[src/rtl/cache_control_nway.sv]
// Control FSM for an N-way set-associative, write-back, write-allocate cache.
// Keeps per-set tree pseudo-LRU state internally. Victim choice prefers the
// lowest invalid way; if every way is valid, the tree points at the victim.
// After a fill the tag check runs again, so every access ends as a hit.
//
// Ports:
//   clk, reset        system clock, synchronous active-high reset
//   mem_read/write    CPU request, held until mem_resp (both set = write)
//   set_idx           set index of the CPU address
//   hit/valid/dirty   per-way status of the indexed set
//   pmem_resp         physical memory transfer complete
//   mem_resp          one-cycle completion pulse to the CPU
//   pmem_read/write   line fill / write-back requests
//   pmem_addr_sel     0 = CPU line address, 1 = {stored tag of way_sel, set_idx}
//   way_sel           way steering the datapath read and write-back muxes
//   data_in_sel       0 = CPU write-merge data, 1 = pmem line
//   load_*            one-hot array write strobes
//   dirty_in          value written to the dirty bit
module cache_control_nway #(
  parameter int unsigned WAYS = 4,
  parameter int unsigned SETS = 8
) (
  input  logic                    clk,
  input  logic                    reset,
  input  logic                    mem_read,
  input  logic                    mem_write,
  input  logic [$clog2(SETS)-1:0] set_idx,
  input  logic [WAYS-1:0]         hit,
  input  logic [WAYS-1:0]         valid,
  input  logic [WAYS-1:0]         dirty,
  input  logic                    pmem_resp,
  output logic                    mem_resp,
  output logic                    pmem_read,
  output logic                    pmem_write,
  output logic                    pmem_addr_sel,
  output logic [$clog2(WAYS)-1:0] way_sel,
  output logic                    data_in_sel,
  output logic [WAYS-1:0]         load_data,
  output logic [WAYS-1:0]         load_tag,
  output logic [WAYS-1:0]         load_valid,
  output logic [WAYS-1:0]         load_dirty,
  output logic                    dirty_in
);

  localparam int unsigned WayW  = $clog2(WAYS);
  localparam int unsigned Nodes = WAYS - 1;

  typedef enum logic [1:0] {StIdle, StTagCheck, StWriteback, StFill} state_e;

  state_e          state_q, state_d;
  logic [WayW-1:0] victim_q, victim_d;
  logic [Nodes-1:0] plru_q [SETS];

  logic [Nodes-1:0] plru_cur, plru_new;
  logic             plru_we;
  logic [WayW-1:0]  hit_way, inv_way, plru_way, miss_way, upd_sh;
  logic [WAYS-1:0]  hit_oh, vic_oh;
  logic             req, walk_bit, upd_bit;
  int               walk_node, upd_node;

  assign req      = mem_read | mem_write;
  assign plru_cur = plru_q[set_idx];
  assign hit_oh   = WAYS'(1) << hit_way;
  assign vic_oh   = WAYS'(1) << victim_q;
  assign miss_way = (&valid) ? plru_way : inv_way;

  // Lowest-index hit way and lowest-index invalid way.
  always_comb begin
    hit_way = '0;
    inv_way = '0;
    for (int i = WAYS - 1; i >= 0; i--) begin
      if (hit[i])   hit_way = WayW'(i);
      if (!valid[i]) inv_way = WayW'(i);
    end
  end

  // Walk the tree from the root; a node bit of 1 steers to the upper half.
  always_comb begin
    walk_node = 0;
    walk_bit  = 1'b0;
    plru_way  = '0;
    for (int lvl = 0; lvl < WayW; lvl++) begin
      walk_bit = 1'b0;
      for (int n = 0; n < Nodes; n++) begin
        if (n == walk_node) walk_bit = plru_cur[n];
      end
      plru_way  = (plru_way << 1) | WayW'(walk_bit);
      walk_node = 2 * walk_node + 1 + int'(walk_bit);
    end
  end

  // Point every node on the accessed way's path away from that way.
  always_comb begin
    upd_node = 0;
    upd_bit  = 1'b0;
    upd_sh   = '0;
    plru_new = plru_cur;
    for (int lvl = 0; lvl < WayW; lvl++) begin
      upd_sh  = hit_way >> (WayW - 1 - lvl);
      upd_bit = upd_sh[0];
      for (int n = 0; n < Nodes; n++) begin
        if (n == upd_node) plru_new[n] = ~upd_bit;
      end
      upd_node = 2 * upd_node + 1 + int'(upd_bit);
    end
  end

  always_comb begin
    state_d       = state_q;
    victim_d      = victim_q;
    plru_we       = 1'b0;
    mem_resp      = 1'b0;
    pmem_read     = 1'b0;
    pmem_write    = 1'b0;
    pmem_addr_sel = 1'b0;
    way_sel       = '0;
    data_in_sel   = 1'b0;
    load_data     = '0;
    load_tag      = '0;
    load_valid    = '0;
    load_dirty    = '0;
    dirty_in      = 1'b0;

    unique case (state_q)
      StIdle: begin
        if (req) state_d = StTagCheck;
      end
      StTagCheck: begin
        if (!req) begin
          state_d = StIdle;
        end else if (|hit) begin
          mem_resp = 1'b1;
          way_sel  = hit_way;
          plru_we  = 1'b1;
          if (mem_write) begin
            load_data  = hit_oh;
            load_dirty = hit_oh;
            dirty_in   = 1'b1;
          end
          state_d = StIdle;
        end else begin
          victim_d = miss_way;
          state_d  = (valid[miss_way] && dirty[miss_way]) ? StWriteback : StFill;
        end
      end
      StWriteback: begin
        pmem_write    = 1'b1;
        pmem_addr_sel = 1'b1;
        way_sel       = victim_q;
        if (pmem_resp) state_d = StFill;
      end
      StFill: begin
        pmem_read = 1'b1;
        way_sel   = victim_q;
        if (pmem_resp) begin
          load_data   = vic_oh;
          load_tag    = vic_oh;
          load_valid  = vic_oh;
          load_dirty  = vic_oh;
          data_in_sel = 1'b1;
          state_d     = StTagCheck;
        end
      end
      default: state_d = StIdle;
    endcase

    // Quiet every output and suppress all updates while reset is held.
    if (reset) begin
      state_d       = StIdle;
      plru_we       = 1'b0;
      mem_resp      = 1'b0;
      pmem_read     = 1'b0;
      pmem_write    = 1'b0;
      pmem_addr_sel = 1'b0;
      way_sel       = '0;
      data_in_sel   = 1'b0;
      load_data     = '0;
      load_tag      = '0;
      load_valid    = '0;
      load_dirty    = '0;
      dirty_in      = 1'b0;
    end
  end

  always_ff @(posedge clk) begin
    if (reset) begin
      state_q  <= StIdle;
      victim_q <= '0;
      for (int s = 0; s < SETS; s++) plru_q[s] <= '0;
    end else begin
      state_q  <= state_d;
      victim_q <= victim_d;
      if (plru_we) plru_q[set_idx] <= plru_new;
    end
  end

endmodule

[config.mk]
export PLATFORM = sky130hd
export DESIGN_NAME = cache_control_nway
export DESIGN_NICKNAME = d
export VERILOG_FILES = /design/src/rtl/cache_control_nway.sv
export SDC_FILE = /design/constraint.sdc
export NUM_CORES = 1
export LEC_CHECK = 0
export ABC_AREA = 1
export ABC_CLOCK_PERIOD_IN_PS = 1800
export BUFFER_PORTS_ARGS = -buffer_cell sky130_fd_sc_hd__buf_4
export CAP_MARGIN = 20
export CORE_MARGIN = 8
export CORE_UTILIZATION = 30
export DETAILED_ROUTE_END_ITERATION = 10
export PLACE_DENSITY = 0.59
export REMOVE_ABC_BUFFERS = 1
export SLEW_MARGIN = 20
export SYNTH_ARGS = -nofsm -noshare
export SYNTH_HDL_FRONTEND = slang
export SYNTH_SLANG_ARGS = --single-unit
[constraint.sdc]
create_clock -name clk -period 1.8 [get_ports clk]
set_input_delay 0.27 -clock clk [delete_from_list [all_inputs] [get_ports clk]]
set_output_delay 0.27 -clock clk [all_outputs]
set_load 0.005 [all_outputs]
Word level (Yosys, flattened, before mapping). Memory sizes are Yosys's and may differ from the RTL's. Cells that the tools add are included.

Register bits after elaboration: 4. Bits in latches: 0. Bits in writable memories: 24. Memory bits (read-only): 0. Bits of input ports: 20. Output and inout bits: 24. Word-level logic and storage cells: 95. Memories kept: 1.

Add/sub/neg operators: 2. Multiply operators: 0. Div/mod/pow operators: 0. $lt $le $gt $ge: 1. Equality and inequality tests: 10. Shifts and indexed selects: 2. Muxes and demuxes: 62. Bitwise gates (word level): 5. Reduce and logical (&&, ||, !) cells: 10.

Memories: plru_q (depth 8, bits a word 3, read ports 1, clocked after Yosys merged registers in 0, write ports 8, line 52) `logic [Nodes-1:0] plru_q [SETS];`.

Operator list (count): logical NOT 32 bit (2); 2-to-1 mux 2 bit (17); 2-to-1 mux 1 bit (31); 2-to-1 mux 4 bit (7); case mux 2 bit (4 select lines) (1); case mux 4 bit (2 select lines) (1); left shift 1 x 2 -> 4 bit, first input constant (2); 2-to-1 mux 3 bit (2); != test 2 bit, second input constant (3); AND reduction 3 bit (2); adder 1 x 1 -> 2 bit, first input constant (2); binary-select mux 1 bit (select 2 bit) (2); == test 1 x 2 -> 1 bit, first input constant (2); == test 2 bit, first input constant (2); == test 2 bit, second input constant (2); case mux 2 bit (2 select lines) (1); AND reduction 4 bit (1); OR reduction 4 bit (1); less-than comparator 2 x 3 -> 1 bit, second input constant (1); NOT 1 bit (3); OR reduction 3 bit (1); == test 2 x 1 -> 1 bit, second input constant (1); logical NOT 2 bit (1); OR 2 x 1 -> 2 bit (1); other kinds (3) (3).

Depth between registers and ports, before layout. Gate-level depths: netlist of run 1. An unclocked memory read counts as a cell.

Depth after elaboration: 15. Depth in mapped cells: 16. Gate-level depth less buffers: 15.

Worst setup path before layout of run 1. No wires, ideal clock.

Path type: register to register. Start: register state_q[1]. End: memory plru_q[1][0] (netlist name), enable pin. Setup time: 0.304 ns. Arrival: 1.471 ns. Data required time: 1.496 ns. Slack: 0.025 ns. Stages on the path, launching flop included: 9. Path buffers: 0. Period minus slack after synthesis: 1.775 ns. Cells stage by stage: dfxtp_1 -> inv_1 -> ha_1 -> inv_1 -> nor4_1 -> inv_1 -> nor2_1 -> nand2_1 -> nand2_1.

RTL lines: start, declared (line 50) `state_e state_q, state_d;`; start signal, assigned (line 187) `state_q <= StIdle;`; start signal, assigned (line 191) `state_q <= state_d;`; end, declared (line 52).

Final worst setup path of run 1.
Start: register state_q[0]. End: output way_sel[1].

Cells in the longest elaborated chain, start to end: 4. Elaborated cells on any way between the ends: 6. Classes of those cells: 3 x eq/ne; 2 x mux; 1 x reduce/logical.

Ends and longest elaborated chain: == test 2 bit (line 124) `unique case (state_q)`; OR reduction 2 bit (no line); case mux 2 bit (2 select lines) * (line 124); 2-to-1 mux 2 bit * (line 168) `if (reset) begin`; end, declared (line 36) `output logic [$clog2(WAYS)-1:0] way_sel,`.

Mark *: on every way between the ends. The rest lies on a longest branch, timed or not.

==> out/metrics.json, run 1 <==
{
  "viasPerCell": 4.532,
  "critPathCaptureType": "primary output",
  "slew_headroom_pct": 57.54,
  "clock_sink_count": 28,
  "ys_ff_latch": 28,
  "hold_buffers": 0,
  "vias": 1840,
  "groute.usage.overall_pct": 10.39,
  "fin_worst_skew_ps": 6.043,
  "worst_ep_arrival_time_ps": 1520,
  "finalWirelength_um": 4880,
  "dieWidth_um": 95.57,
  "p_leak_nw": 1.318,
  "finalNonFillerCells": 406,
  "seq_power_share_pct": 47.1,
  "syn_area_mm2": 0.001899,
  "power.density_cell_area_mw_per_mm2": 580.7,
  "post-place-cells": 401,
  "required_ps": 1530,
  "finish.net_count": 354,
  "post_synthesis_mean_instance_area_um2": 7.061,
  "worst_pin_slew_ps": 633.4,
  "global_placer_s_final_weighted_congestion": 0.8594,
  "grt.overflow.total": 0,
  "detailed_place_hpwl_um": 3821,
  "timing.hold.ws_ps": 394.5,
  "drtIter0Drc": 123,
  "final.min_clock_period_ps": 1790,
  "initial_utilization_pct": 30.43,
  "netSwitchingFraction_pct": 25.64,
  "crit_path_max_fanout": 4,
  "setup.worst_path.class": "reg2out",
  "synth.distinct_cells": 27,
  "synth.yosys.warnings": 0,
  "htreeDepth": 1,
  "wl_per_cell_um": 12.02,
  "antenna_cells": 0,
  "grt_antenna_before_repair": 0,
  "clock-root-buffer": "sky130_fd_sc_hd__clkbuf_8",
  "run_status": "completed",
  "combPwrFrac_pct": 21.0,
  "area_growth_pct": 41.90,
  "first_pass_iters": 5,
  "max_cap_viol_count": 0,
  "yosysTopAreaCellShare_pct": 37.94,
  "max-clock-path-buffers": 2,
  "vias_in_the_first_global_route": 1711,
  "ir_drop_mv": 0.4325,
  "switching_power_w": 0.0004014,
  "remaining_drc_errors": 0,
  "timing.final.setup_violations": 0,
  "worst_setup_slack_before_clock_tree_synthesis_ps": -72.75,
  "synth_area_leaders": "sky130_fd_sc_hd__edfxtp_1 (38%), sky130_fd_sc_hd__nand2_1 (13%), sky130_fd_sc_hd__inv_1 (9.9%)",
  "clockPowerShare_pct": 31.9,
  "fp-row-count": 29,
  "worstSkewPairLatency_ps": 270,
  "final_critical_path_setup_slack_ps": 10.05,
  "hold_viol_final": 0,
  "grt_start_max_net_pins": 18,
  "rsz0062_at_grt": "true",
  "port_buffers": 43,
  "io-pin-count": 44,
  "p_int_w": 0.001164,
  "gate_count_after_technology_mapping": 269,
  "design.die.area_mm2": 0.009134,
  "clock_tree_from_tritoncts": "yes",
  "final_max_slew_viol_count": 0,
  "worstHoldPathType": "in2reg",
  "total_cts_buffers": 3,
  "yosysTopAreaCell": "sky130_fd_sc_hd__edfxtp_1",
  "cts.clk_slew.worst_paths_ps": 100,
  "yosysSeqAreaShare_pct": 42.16,
  "fp.dieH_um": 95.57,
  "min_period_over_period_pct": 99.44,
  "postRouteAntennaNets": 0,
  "placeableCoreArea_mm2": 0.006241,
  "startpoint_type": "flop",
  "timing.fmax_ghz": 0.5587,
  "grt_first_pass_wirelength_um": 7686,
  "final_layout_size_suffix_gt1_share_pct": 37.99
}
## layer usage
layer | track usage (%) | vias up | share of wire (%)
li1 | - | 939 | -
met1 | 13.73 | 851 | 44
met2 | 16.97 | 48 | 50
met3 | 1.339 | 2 | 5.0
met4 | 3.585 | 0 | 0.82
met5 | 0 | - | 0
## Yosys cell counts
cell type,count
sky130_fd_sc_hd__nor4_1,1
sky130_fd_sc_hd__o21ai_0,5
sky130_fd_sc_hd__dfxtp_1,4
sky130_fd_sc_hd__nand2_1,67
sky130_fd_sc_hd__nand2_2,2
sky130_fd_sc_hd__nor3_2,1
sky130_fd_sc_hd__buf_6,1
sky130_fd_sc_hd__nor2_2,2
sky130_fd_sc_hd__clkinv_1,1
sky130_fd_sc_hd__nor2_4,2
sky130_fd_sc_hd__a21boi_1,1
sky130_fd_sc_hd__clkbuf_1,2
sky130_fd_sc_hd__inv_2,4
sky130_fd_sc_hd__nor3_1,6
sky130_fd_sc_hd__ha_1,4
sky130_fd_sc_hd__nor2_1,46
sky130_fd_sc_hd__nand3_1,21
sky130_fd_sc_hd__a21oi_1,7
sky130_fd_sc_hd__or2_0,1
sky130_fd_sc_hd__buf_4,9
sky130_fd_sc_hd__a22oi_1,2
sky130_fd_sc_hd__buf_1,1
sky130_fd_sc_hd__inv_1,50
sky130_fd_sc_hd__a21oi_2,3
sky130_fd_sc_hd__buf_2,1
sky130_fd_sc_hd__edfxtp_1,24
sky130_fd_sc_hd__o2bb2ai_1,1
## worst paths after layout
| kind | end | depth (start not counted) | slack (ps) | startpoint |
|---|---|---|---|---|
| max | way_sel[1] | 8 | 10 | state_q[0] |
| min | state_q[1] | 4 | 390 | pmem_resp |
| max reg2reg | plru_q[3][1] | 9 | 90 | state_q[1] |
| min reg2reg | state_q[1] | 3 | 660 | state_q[1] |
## state kept, by name (all words and copies together) (netlist names)
register  flops
plru_q       24
victim_q      2
state_q       2
## placed cells by master (no fill, tap or decap), types with 2 or more instances in the layout
| master | instances |
|---|---|
| sky130_fd_sc_hd__nand2_4 | 2 |
| sky130_fd_sc_hd__nor2_4 | 6 |
| sky130_fd_sc_hd__buf_4 | 67 |
| sky130_fd_sc_hd__nor3_2 | 4 |
| sky130_fd_sc_hd__nand3_2 | 4 |
| sky130_fd_sc_hd__nor2_1 | 40 |
| sky130_fd_sc_hd__nor3_1 | 3 |
| sky130_fd_sc_hd__inv_1 | 43 |
| sky130_fd_sc_hd__nor2_2 | 4 |
| sky130_fd_sc_hd__a21oi_1 | 3 |
| sky130_fd_sc_hd__a22oi_2 | 2 |
| sky130_fd_sc_hd__clkbuf_8 | 3 |
| sky130_fd_sc_hd__inv_2 | 9 |
| sky130_fd_sc_hd__nand3_1 | 17 |
| sky130_fd_sc_hd__dfxtp_1 | 2 |
| sky130_fd_sc_hd__dfxtp_2 | 2 |
| sky130_fd_sc_hd__a21oi_2 | 7 |
| sky130_fd_sc_hd__inv_4 | 2 |
| sky130_fd_sc_hd__nand2_1 | 62 |
| sky130_fd_sc_hd__edfxtp_1 | 24 |
| sky130_fd_sc_hd__nand2_2 | 5 |
| sky130_fd_sc_hd__buf_6 | 2 |
| sky130_fd_sc_hd__ha_4 | 3 |
| sky130_fd_sc_hd__o21ai_0 | 5 |
## repair_timing
item / CTS / global route
setup endpoints to repair: 63 / 68
setup buffers: 0 / 1
pin swaps: 4 / 10
gates resized for setup: 15 / 36
## area by class of cell
class,instances,area (um2)
multi-input cells,172,967.2
inverters,55,211.5
flip-flops and latches,28,803.3
well taps,77,96.34
clock buffers,3,41.29
repair buffers,70,545.5
clock inverters,1,30.03
fillers,635,3546
## metrics by stage
| stage | power (W) | util [%] | TNS (ps) | area, um2 |
|---|---|---|---|---|
| global placement | 0.001037 | 38.95 | 0 | 2431 |
| global route | 0.001636 | 43.18 | -438.9 | 2695 |
| finish | 0.001565 | 43.18 | 0 | 2695 |
| CTS | 0.001540 | 40.82 | -58.32 | 2547 |
| detailed placement | 0.001040 | 38.95 | -1275 | 2431 |
| floorplan | 0.0008901 | - | 0 | 1804 |
## critical path, stage by stage (launching register included)
cell	delay (ps)
sky130_fd_sc_hd__dfxtp_2	370
sky130_fd_sc_hd__buf_6	120
sky130_fd_sc_hd__inv_4	40
sky130_fd_sc_hd__ha_4	170
sky130_fd_sc_hd__nor2_4	120
sky130_fd_sc_hd__inv_2	50
sky130_fd_sc_hd__a22oi_2	170
sky130_fd_sc_hd__nor3_1	70
sky130_fd_sc_hd__buf_4	140
## power by group through the flow
stage | logic [W] | clock network (W) | registers, W
finish | 0.000329 | 0.000499 | 0.000737
global route | 0.000363 | 0.000532 | 0.000740
CTS | 0.000297 | 0.000508 | 0.000736
detailed placement | 0.000290 | 0 | 0.000750
global placement | 0.000288 | 0 | 0.000749
floorplan | 0.000142 | 0 | 0.000748
## cell families (layout without fill, tap and decap cells)
logic type                 after synthesis  after routing  synth area share [%]
DFF                                     28             28                 42.16
adders and majority gates                4              4                 2.635
buffers and inverters                   69            129                 15.88
and+or+nand+nor                        149            149                 33.14
AOI/OAI and AO/OA                       19             19                 6.192
Power figures use the tool's default switching activity.
==> run 2, diff against run 1 <==
- ABC_AREA: 1 -> unset
==> out/metrics.json, run 2 <==
{
  "layout.filler_cells": 557,
  "antenna_cells": 0,
  "grt_first_pass_wirelength_um": 7603,
  "run_status": "finished with violations",
  "multi_input_combinational_cell_area_mm2": 0.001081,
  "final_max_slew_viol_count": 0,
  "layout.cells.most_common_list": "sky130_fd_sc_hd__buf_4 (68), sky130_fd_sc_hd__nor2_1 (26), sky130_fd_sc_hd__edfxtp_1 (24)",
  "drtIter0Drc": 63,
  "finish.net_count": 273,
  "layout_commonest_cell": "sky130_fd_sc_hd__buf_4",
  "hold_buffers": 0,
  "port_buffers": 43,
  "violations_in_the_final_reports": "negative setup slack",
  "worst_setup_slack_before_clock_tree_synthesis_ps": -151.2,
  "postRouteAntennaNets": 0,
  "fp.dieH_um": 93.09,
  "detailed_place_hpwl_um": 3704,
  "worst-r2r-setup-slack_ps": -50,
  "yosys.area_share.adder_pct": 2.807,
  "initial_utilization_pct": 30.66,
  "final_sum_of_negative_setup_slack_ps": -690.2,
  "synth_area_leaders": "sky130_fd_sc_hd__edfxtp_1 (40%), sky130_fd_sc_hd__nor2_1 (7.6%), sky130_fd_sc_hd__mux4_2 (7.6%)",
  "final_critical_path_setup_slack_ps": -132.1,
  "crit_path_max_fanout": 3,
  "ir_drop_mv": 0.3065,
  "post-place-cells": 310,
  "timing.final.setup_violations": 15,
  "yosysTopAreaCell": "sky130_fd_sc_hd__edfxtp_1",
  "io-pin-count": 44,
  "first_pass_iters": 4,
  "remaining_drc_errors": 0,
  "simple_gate_area_share_of_the_yosys_netlist_pct": 25.19,
  "finalWirelength_um": 5026,
  "clock-root-buffer": "sky130_fd_sc_hd__clkbuf_8",
  "startpoint_type": "flop",
  "synth_xor_area_share_pct": 0,
  "syn_area_mm2": 0.001783,
  "rsz0062_at_grt": "true",
  "viasPerCell": 4.892,
  "max-clock-path-buffers": 2,
  "area_growth_pct": 51.79,
  "post_synthesis_mean_instance_area_um2": 9.851,
  "clock_sink_count": 28,
  "combinational_family_with_the_most_area_after_synthesis": "simple AND/OR/NAND/NOR gates",
  "finalNonFillerCells": 323,
  "synth.yosys.warnings": 0,
  "synth.distinct_cells": 38,
  "yosysSeqAreaShare_pct": 44.91,
  "area.sequential_um2": 808.3,
  "mux_contribution_to_synthesized_area_pct": 11.37,
  "most_common_cell_in_the_netlist": "sky130_fd_sc_hd__nor2_1",
  "ys_ff_latch": 28,
  "max_cap_viol_count": 0,
  "compound_cell_area_share_of_the_yosys_netlist_pct": 9.053,
  "wl_per_cell_um": 15.56,
  "htreeDepth": 1,
  "grt.overflow.total": 0,
  "final.min_clock_period_ps": 1932,
  "worst_r2r_endpoint": "state_q[0]",
  "placeableCoreArea_mm2": 0.005816,
  "netlist_top_cells_count": "sky130_fd_sc_hd__nor2_1 (36), sky130_fd_sc_hd__edfxtp_1 (24), sky130_fd_sc_hd__nand2_1 (16)",
  "fin_worst_skew_ps": 10.47,
  "gate_count_after_technology_mapping": 181,
  "timing.fmax_ghz": 0.5176,
  "dieWidth_um": 93.09,
  "global_placer_s_final_weighted_congestion": 0.8027,
  "largest_register_ffs": 24,
  "synth_enable_flop_cells": 24,
  "vias": 1580,
  "crit_end": "way_sel[1]",
  "top_regs": "plru_q (24), state_q (2), victim_q (2)",
  "worstHoldPathType": "in2reg",
  "grt_start_max_net_pins": 17,
  "reg2regPathDepth": 6,
  "worst_pin_slew_ps": 420.1,
  "grt_antenna_before_repair": 0,
  "critPathCaptureType": "primary output",
  "required_ps": 1530,
  "dominantRegCellSynth": "sky130_fd_sc_hd__edfxtp_1",
  "min_period_over_period_pct": 107.3,
  "slew_headroom_pct": 71.96,
  "total_power_w": 0.001593,
  "largest_register": "plru_q",
  "fp-row-count": 28,
  "total_cts_buffers": 3,
  "clock_tree_from_tritoncts": "yes",
  "groute.usage.overall_pct": 11.14,
  "cts.clk_slew.worst_paths_ps": 90,
  "rr_startpoint": "plru_q[5][0]",
  "p_leak_nw": 1.073,
  "design.die.area_mm2": 0.008666,
  "postSynth.asyncResetShare_pct": 0,
  "worst_ep_arrival_time_ps": 1660,
  "setup.worst_path.class": "reg2out",
  "worstSkewPairLatency_ps": 280,
  "final_layout_size_suffix_gt1_share_pct": 54.44,
  "yosysTopAreaCellShare_pct": 40.42,
  "power.density_cell_area_mw_per_mm2": 588.8,
  "vias_in_the_first_global_route": 1604,
  "startpoint": "state_q[1]",
  "hold_viol_final": 0
}
## run 2: changes by cell type in the layout (fill, tap and decap cells not counted), moves of 6 or more
cell and change:
sky130_fd_sc_hd__inv_2 -8, sky130_fd_sc_hd__inv_1 -41, sky130_fd_sc_hd__nor2_1 -14, sky130_fd_sc_hd__nand2_1 -49
sky130_fd_sc_hd__nand3_1 -14, sky130_fd_sc_hd__buf_6 +9, sky130_fd_sc_hd__mux4_2 +6, sky130_fd_sc_hd__nand2b_1 +12
## run 2: how the worst min path moves through the flow
stage                     slack [ps]  cells after the start           to       start
after global placement           510                      2   state_q[1]  state_q[1]
after detailed placement         500                      2   state_q[1]  state_q[1]
after global routing             290                      3  victim_q[1]    valid[1]
final                            280                      2  victim_q[1]       reset
after CTS                        270                      3  victim_q[1]    valid[1]
after floorplan                  340                      1   state_q[1]       reset
## run 2: report_power, final
group	internal [W]	switching [W]	total [W]
registers	0.000728	0.0000170	0.000745
clock network	0.000298	0.000203	0.000501
logic	0.000178	0.000170	0.000348
## run 2: final cells by class
cell class	count	share of cell area, %
Multi-Input combinational cell	133	39.94
Sequential cell	28	29.87
Timing Repair Buffer	79	23.44
Tap cell	75	3.467
Clock buffer	3	1.526
Clock inverter	1	1.110
Inverter	4	0.6472
## run 2: stage by stage
stage	instance area (um2)	util [%]	hold slack (ps)
6_report	2706	46.54	283.3
5_1_grt	2706	46.54	286.3
4_1_cts	2547	43.80	271.9
3_5_place_dp	2298	39.52	503.9
3_3_place_gp	2298	39.52	508.1
2_1_floorplan	1679	-	339.1
## run 2: cells by family (layout without fill, tap and decap cells)
| logic type | after synthesis | after routing |
|---|---|---|
| compound gates | 24 | 24 |
| flops | 28 | 28 |
| fa+ha+maj | 4 | 4 |
| buf+inv | 20 | 87 |
| mux | 11 | 11 |
| simple gates | 94 | 94 |
## run 2: worst max-delay path, stage by stage, from the launching register on
cell and delay (ps):
sky130_fd_sc_hd__dfxtp_4 380, sky130_fd_sc_hd__buf_6 120, sky130_fd_sc_hd__ha_4 150, sky130_fd_sc_hd__or2_4 230, sky130_fd_sc_hd__buf_6 120, sky130_fd_sc_hd__a22oi_2 190, sky130_fd_sc_hd__nor3_2 60, sky130_fd_sc_hd__buf_4 130
## run 2: routing by layer
metal	routed length, um	vias up	GRT usage [%]
met4	127	0	5.772
met1	2215	745	13.65
li1	-	769	-
met5	0	-	0
met3	235	12	2.244
met2	2449	54	18.11
## run 2: what timing repair did
action | in CTS | in global routing
setup buffers | 6 | 4
pin swaps | 11 | 16
cloned | 0 | 0
gates resized for setup | 33 | 37
setup endpoints to repair | 33 | 61
